$ cat src/rtl/move_command_gen.sv
// 2048 input front end: synchronises and debounces the five push buttons and emits one-hot, fixed-length command pulses.
// Define MOVE_CMD_DEBOUNCE_EN to build the per-button debounce counters; otherwise the synchronised level is used directly.
module move_command_gen #(
    parameter int DEBOUNCE_CYCLES = 500000,
    parameter int PULSE_LEN       = 4
) (
    input  logic       clk,
    input  logic       rst_n,
    input  logic [4:0] btn_n,
    input  logic       win_output,
    input  logic       lose_output,
    output logic       up_state,
    output logic       down_state,
    output logic       left_state,
    output logic       right_state,
    output logic       reset_state,
    output logic       busy
);

    localparam int PW = (PULSE_LEN > 1) ? $clog2(PULSE_LEN) : 1;

    typedef enum logic [1:0] {IDLE, PULSE, RELEASE} state_t;

    if (DEBOUNCE_CYCLES < 1) begin : g_bad_debounce
        $error("DEBOUNCE_CYCLES must be at least 1");
    end
    if (PULSE_LEN < 1) begin : g_bad_pulse
        $error("PULSE_LEN must be at least 1");
    end

    logic [4:0]    sync1;
    logic [4:0]    sync2;
    logic [4:0]    debounced;
    logic [4:0]    pressed;
    logic [4:0]    qualified;
    logic [4:0]    select;
    logic [4:0]    cmd;
    logic          game_over;
    logic [PW-1:0] pulse_cnt;
    state_t        state;

    always_ff @(posedge clk) begin
        if (!rst_n) begin
            sync1 <= 5'h1F;
            sync2 <= 5'h1F;
        end else begin
            sync1 <= btn_n;
            sync2 <= sync1;
        end
    end

`ifdef MOVE_CMD_DEBOUNCE_EN
    localparam int CW = $clog2(DEBOUNCE_CYCLES + 1);

    logic [CW-1:0] deb_cnt [5];

    // The counter only advances while the synchronised level disagrees with the accepted one.
    always_ff @(posedge clk) begin
        if (!rst_n) begin
            debounced <= 5'h1F;
            for (int i = 0; i < 5; i++) begin
                deb_cnt[i] <= '0;
            end
        end else begin
            for (int i = 0; i < 5; i++) begin
                if (sync2[i] != debounced[i]) begin
                    if (deb_cnt[i] == CW'(DEBOUNCE_CYCLES - 1)) begin
                        debounced[i] <= sync2[i];
                        deb_cnt[i]   <= '0;
                    end else begin
                        deb_cnt[i] <= deb_cnt[i] + CW'(1);
                    end
                end else begin
                    deb_cnt[i] <= '0;
                end
            end
        end
    end
`else
    assign debounced = sync2;
`endif

    assign pressed   = ~debounced;
    assign game_over = win_output | lose_output;

    // Reset is always accepted so a finished game can be restarted.
    always_comb begin
        qualified = pressed & {1'b1, {4{~game_over}}};
        select    = 5'b00000;
        if (qualified[4])      select = 5'b10000;
        else if (qualified[0]) select = 5'b00001;
        else if (qualified[1]) select = 5'b00010;
        else if (qualified[2]) select = 5'b00100;
        else if (qualified[3]) select = 5'b01000;
    end

    always_ff @(posedge clk) begin
        if (!rst_n) begin
            state     <= IDLE;
            cmd       <= 5'b00000;
            busy      <= 1'b0;
            pulse_cnt <= '0;
        end else begin
            case (state)
                IDLE: begin
                    if (|qualified) begin
                        cmd       <= select;
                        busy      <= 1'b1;
                        pulse_cnt <= PW'(PULSE_LEN - 1);
                        state     <= PULSE;
                    end
                end
                PULSE: begin
                    if (pulse_cnt == '0) begin
                        cmd   <= 5'b00000;
                        state <= RELEASE;
                    end else begin
                        pulse_cnt <= pulse_cnt - PW'(1);
                    end
                end
                RELEASE: begin
                    // Waiting for every button makes a held button yield only one command.
                    if (&debounced) begin
                        busy  <= 1'b0;
                        state <= IDLE;
                    end
                end
                default: begin
                    cmd   <= 5'b00000;
                    busy  <= 1'b0;
                    state <= IDLE;
                end
            endcase
        end
    end

    assign up_state    = cmd[0];
    assign down_state  = cmd[1];
    assign left_state  = cmd[2];
    assign right_state = cmd[3];
    assign reset_state = cmd[4];

endmodule

$ cat config.mk
export PLATFORM = sky130hd
export DESIGN_NAME = move_command_gen
export DESIGN_NICKNAME = d
export VERILOG_FILES = /design/src/rtl/move_command_gen.sv
export SDC_FILE = /design/constraint.sdc
export NUM_CORES = 1
export LEC_CHECK = 0
export CORE_ASPECT_RATIO = 0.8
export CORE_MARGIN = 2
export CORE_UTILIZATION = 49
export DETAILED_ROUTE_END_ITERATION = 7
export PLACE_DENSITY = 0.81
export SKIP_LAST_GASP = 1
export SYNTH_ARGS = -nofsm -noshare
export SYNTH_HDL_FRONTEND = slang
export SYNTH_SLANG_ARGS = --single-unit
$ cat constraint.sdc
create_clock -name clk -period 1.7 [get_ports clk]
set_input_delay 0.34 -clock clk [delete_from_list [all_inputs] [get_ports clk]]
set_output_delay 0.34 -clock clk [all_outputs]
set_load 0.02 [all_outputs]
==> results of run 1 <==
==> cells by family (layout without fill, tap and decap cells) <==
group	Yosys count	in the layout	synth area share [%]
simple gates	35	35	26.20
flops	20	20	49.61
compound gates	18	18	17.05
buf+inv	11	29	5.581
fa+ha+maj	1	1	1.550
==> path summary, 6_finish.rpt <==
kind | end | slack (ps)
max | busy | 70
min | debounced[4]$_SDFF_PN1_ | 420
max reg2reg | cmd[1]$_SDFFE_PN0P_ | 190
min reg2reg | debounced[4]$_SDFF_PN1_ | 420
==> layout make-up <==
type	count	area (sq um)
clock buffer	3	22.52
clock inverter	1	30.03
fill	144	546.8
inverter	9	33.78
multi-input combinational	54	361.6
sequential	20	400.4
tap	22	27.53
timing repair buffer	16	155.1
==> metrics by stage <==
stage	setup WS [ps]	area [sq um]	util, %
finish	69.98	1031	65.35
global route	10.14	1031	65.35
CTS	58.07	1031	65.35
detailed placement	-20.56	978.4	62.01
global placement	28.71	978.4	62.01
floorplan	362.8	807.0	-
==> power by group through the flow <==
stage / clock network [mW] / logic, mW / registers [mW]
after floorplan: 0 / 0.0854 / 0.527
after global placement: 0 / 0.138 / 0.522
after detailed placement: 0 / 0.142 / 0.523
after CTS: 0.384 / 0.143 / 0.513
after global routing: 0.408 / 0.156 / 0.516
final: 0.377 / 0.142 / 0.513
==> worst reg2reg max path: stages (launching register included) <==
cell and delay [ps]:
dfxtp_1 370, inv_1 50, ha_1 220, nor3b_2 300, nand2b_1 250, o21ai_1 110, o32ai_1 140
==> registers in the layout, indices dropped and copies added, names as in the netlist <==
register and cells:
cmd 5, debounced 5, sync1 5, pulse_cnt 2, state 2, busy 1
==> cell usage after synthesis (all sizes together), types with 2 or more instances <==
cell     n  area share (%)
and2     3             2.3
o211a    2             2.5
nor3     3             2.5
o32ai    2             2.2
dfxtp   20              50
nand2    5             2.3
o21a     2             1.9
nand2b  13              10
o21ai    5             3.1
nor2     4             2.2
inv      9             4.2
nand4    2             1.6
nand3    2             1.2
==> per-layer routing <==
layer	track usage, %	vias to the layer above	routed length [um]
met5	0	-	0
met4	8.333	0	25
met1	17.65	275	617
li1	-	329	-
met3	4.851	4	85
met2	28.38	20	634
==> qor.yml, run 1 <==
power:
  irDropWorstVdd_mv: 0.5678
  seqPwrFrac_pct: 49.7
  power_density_nw_per_um2: 1001
  clkPwrFrac_pct: 36.6
  p_switching_uw: 221.9
  p_sw_share_pct: 21.50
  power.leakage_nw: 0.4327
  total_power_mw: 1.032
  p_int_uw: 810.2
  p_comb_share_pct: 13.7
route:
  wl_per_cell_um: 10.90
  post-route-drc-count: 0
  drt_iter0_drc: 18
  first_pass_iters: 4
  drt_wl_total_um: 1362
  route.vias.total: 628
  vias_per_cell: 5.024
  ant_nets: 0
global_route:
  overflow: 0
  grt_pass1_vias: 553
  grt_max_degree: 16
  track_usage_pct: 15.77
  grt_pass1_wl_um: 2263
  antenna_found_initial: 0
clocking:
  clkTransAtPathRegs_ps: 110
  clkLatencyLatePin_ps: 290
  hold_buffers: 0
  cts_tree: "yes"
  cts-buffers-inserted: 3
  cts_resized: 0
  htree_levels: 1
  cts_sinks: 20
  clockBufferDepth: 2
  clockRootBuffer: "clkbuf_4"
  postCtsSetupBuffers: 0
critical_path:
  start_kind: "flop"
  worstPathCellList: "clkdlybuf4s50_1"
  cp_top_family: "buffers and inverters"
  cp_max_fo: 3
  reg2reg_depth: 6
  path_buf_inv: 1
  rr_startpoint: "pulse_cnt[0]$_SDFFE_PN0P_"
  crit_path_start: "busy$_SDFFE_PN0P_"
  cp_slowest_cell: "clkdlybuf4s50_1"
  worstSetupPathType: "reg -> out"
  arrival_ps: 1290
  cp_num_cells: 1
  end_kind: "output port"
  cpPeakStageDelay_ps: 620
  cp.required_ps: 1360
synth:
  synth_edf_count: 0
  syn_area_sq_um: 807.0
  synthDistinctLibCells: 29
  syn_nets: 95
  synth_flop_cell: "dfxtp_1"
  yosysWarnings: 0
  yosysSeqAreaShare_pct: 49.61
  synthCells: 85
  synthArstFlopShare_pct: 0
  syn_area_per_cell_sq_um: 9.494
  synth_seq_cells: 20
sta:
  slew_viol_final: 0
  hold-worst-slack_ps: 415.9
  timing.fmax_ghz: 0.6135
  min_period_ps: 1630
  period_share_pct: 95.88
  finClkSkew_ps: 4.459
  tightest_slew_ps: 378.9
  slew_headroom_pct: 74.57
  rsz0062_at_grt: "no"
  setup_viol: 0
  hold_viol_final: 0
  setup_tns_ps: 0
layout:
  syn2layout_area_growth_pct: 27.75
  layout_common_cells: "20 x dfxtp_1, 14 x clkdlybuf4s50_1, 13 x nand2b_1"
  final_common_cell: "dfxtp_1"
  drive_gt1_share_pct: 10.68
  fin_cells: 125
  n_antenna_cell: 0
  final_nets: 114
placement:
  dp_cells: 121
  place_congestion: 0.8748
  port_buffers: 14
worst_hold_path:
  min_from: "sync1[4]$_SDFF_PN1_"
  whs_path_depth: 1
  hold_class: "reg -> reg"
die:
  die_w_um: 49.38
  core_sq_um: 1578
  boundaryPins: 15
  start_util_pct: 51.15
  die_h_um: 40.30
  dieArea_sq_um: 1990
  row_count: 13
run_status:
  status: "complete, no violations"
flow_run:
  cap_violations: 0
Power figures use the tool's default switching activity.
==> run 2, diff against run 1 <==
- CAP_MARGIN: unset -> 20
- SKIP_LAST_GASP: 1 -> unset
==> results of run 2 <==
No change in the layout: final DEF, timing and power equal those of run 1.
==> run 3, diff against run 2 <==
- CAP_MARGIN: 20 -> unset
==> results of run 3 <==
No change in the layout: final DEF, timing and power equal those of run 1.
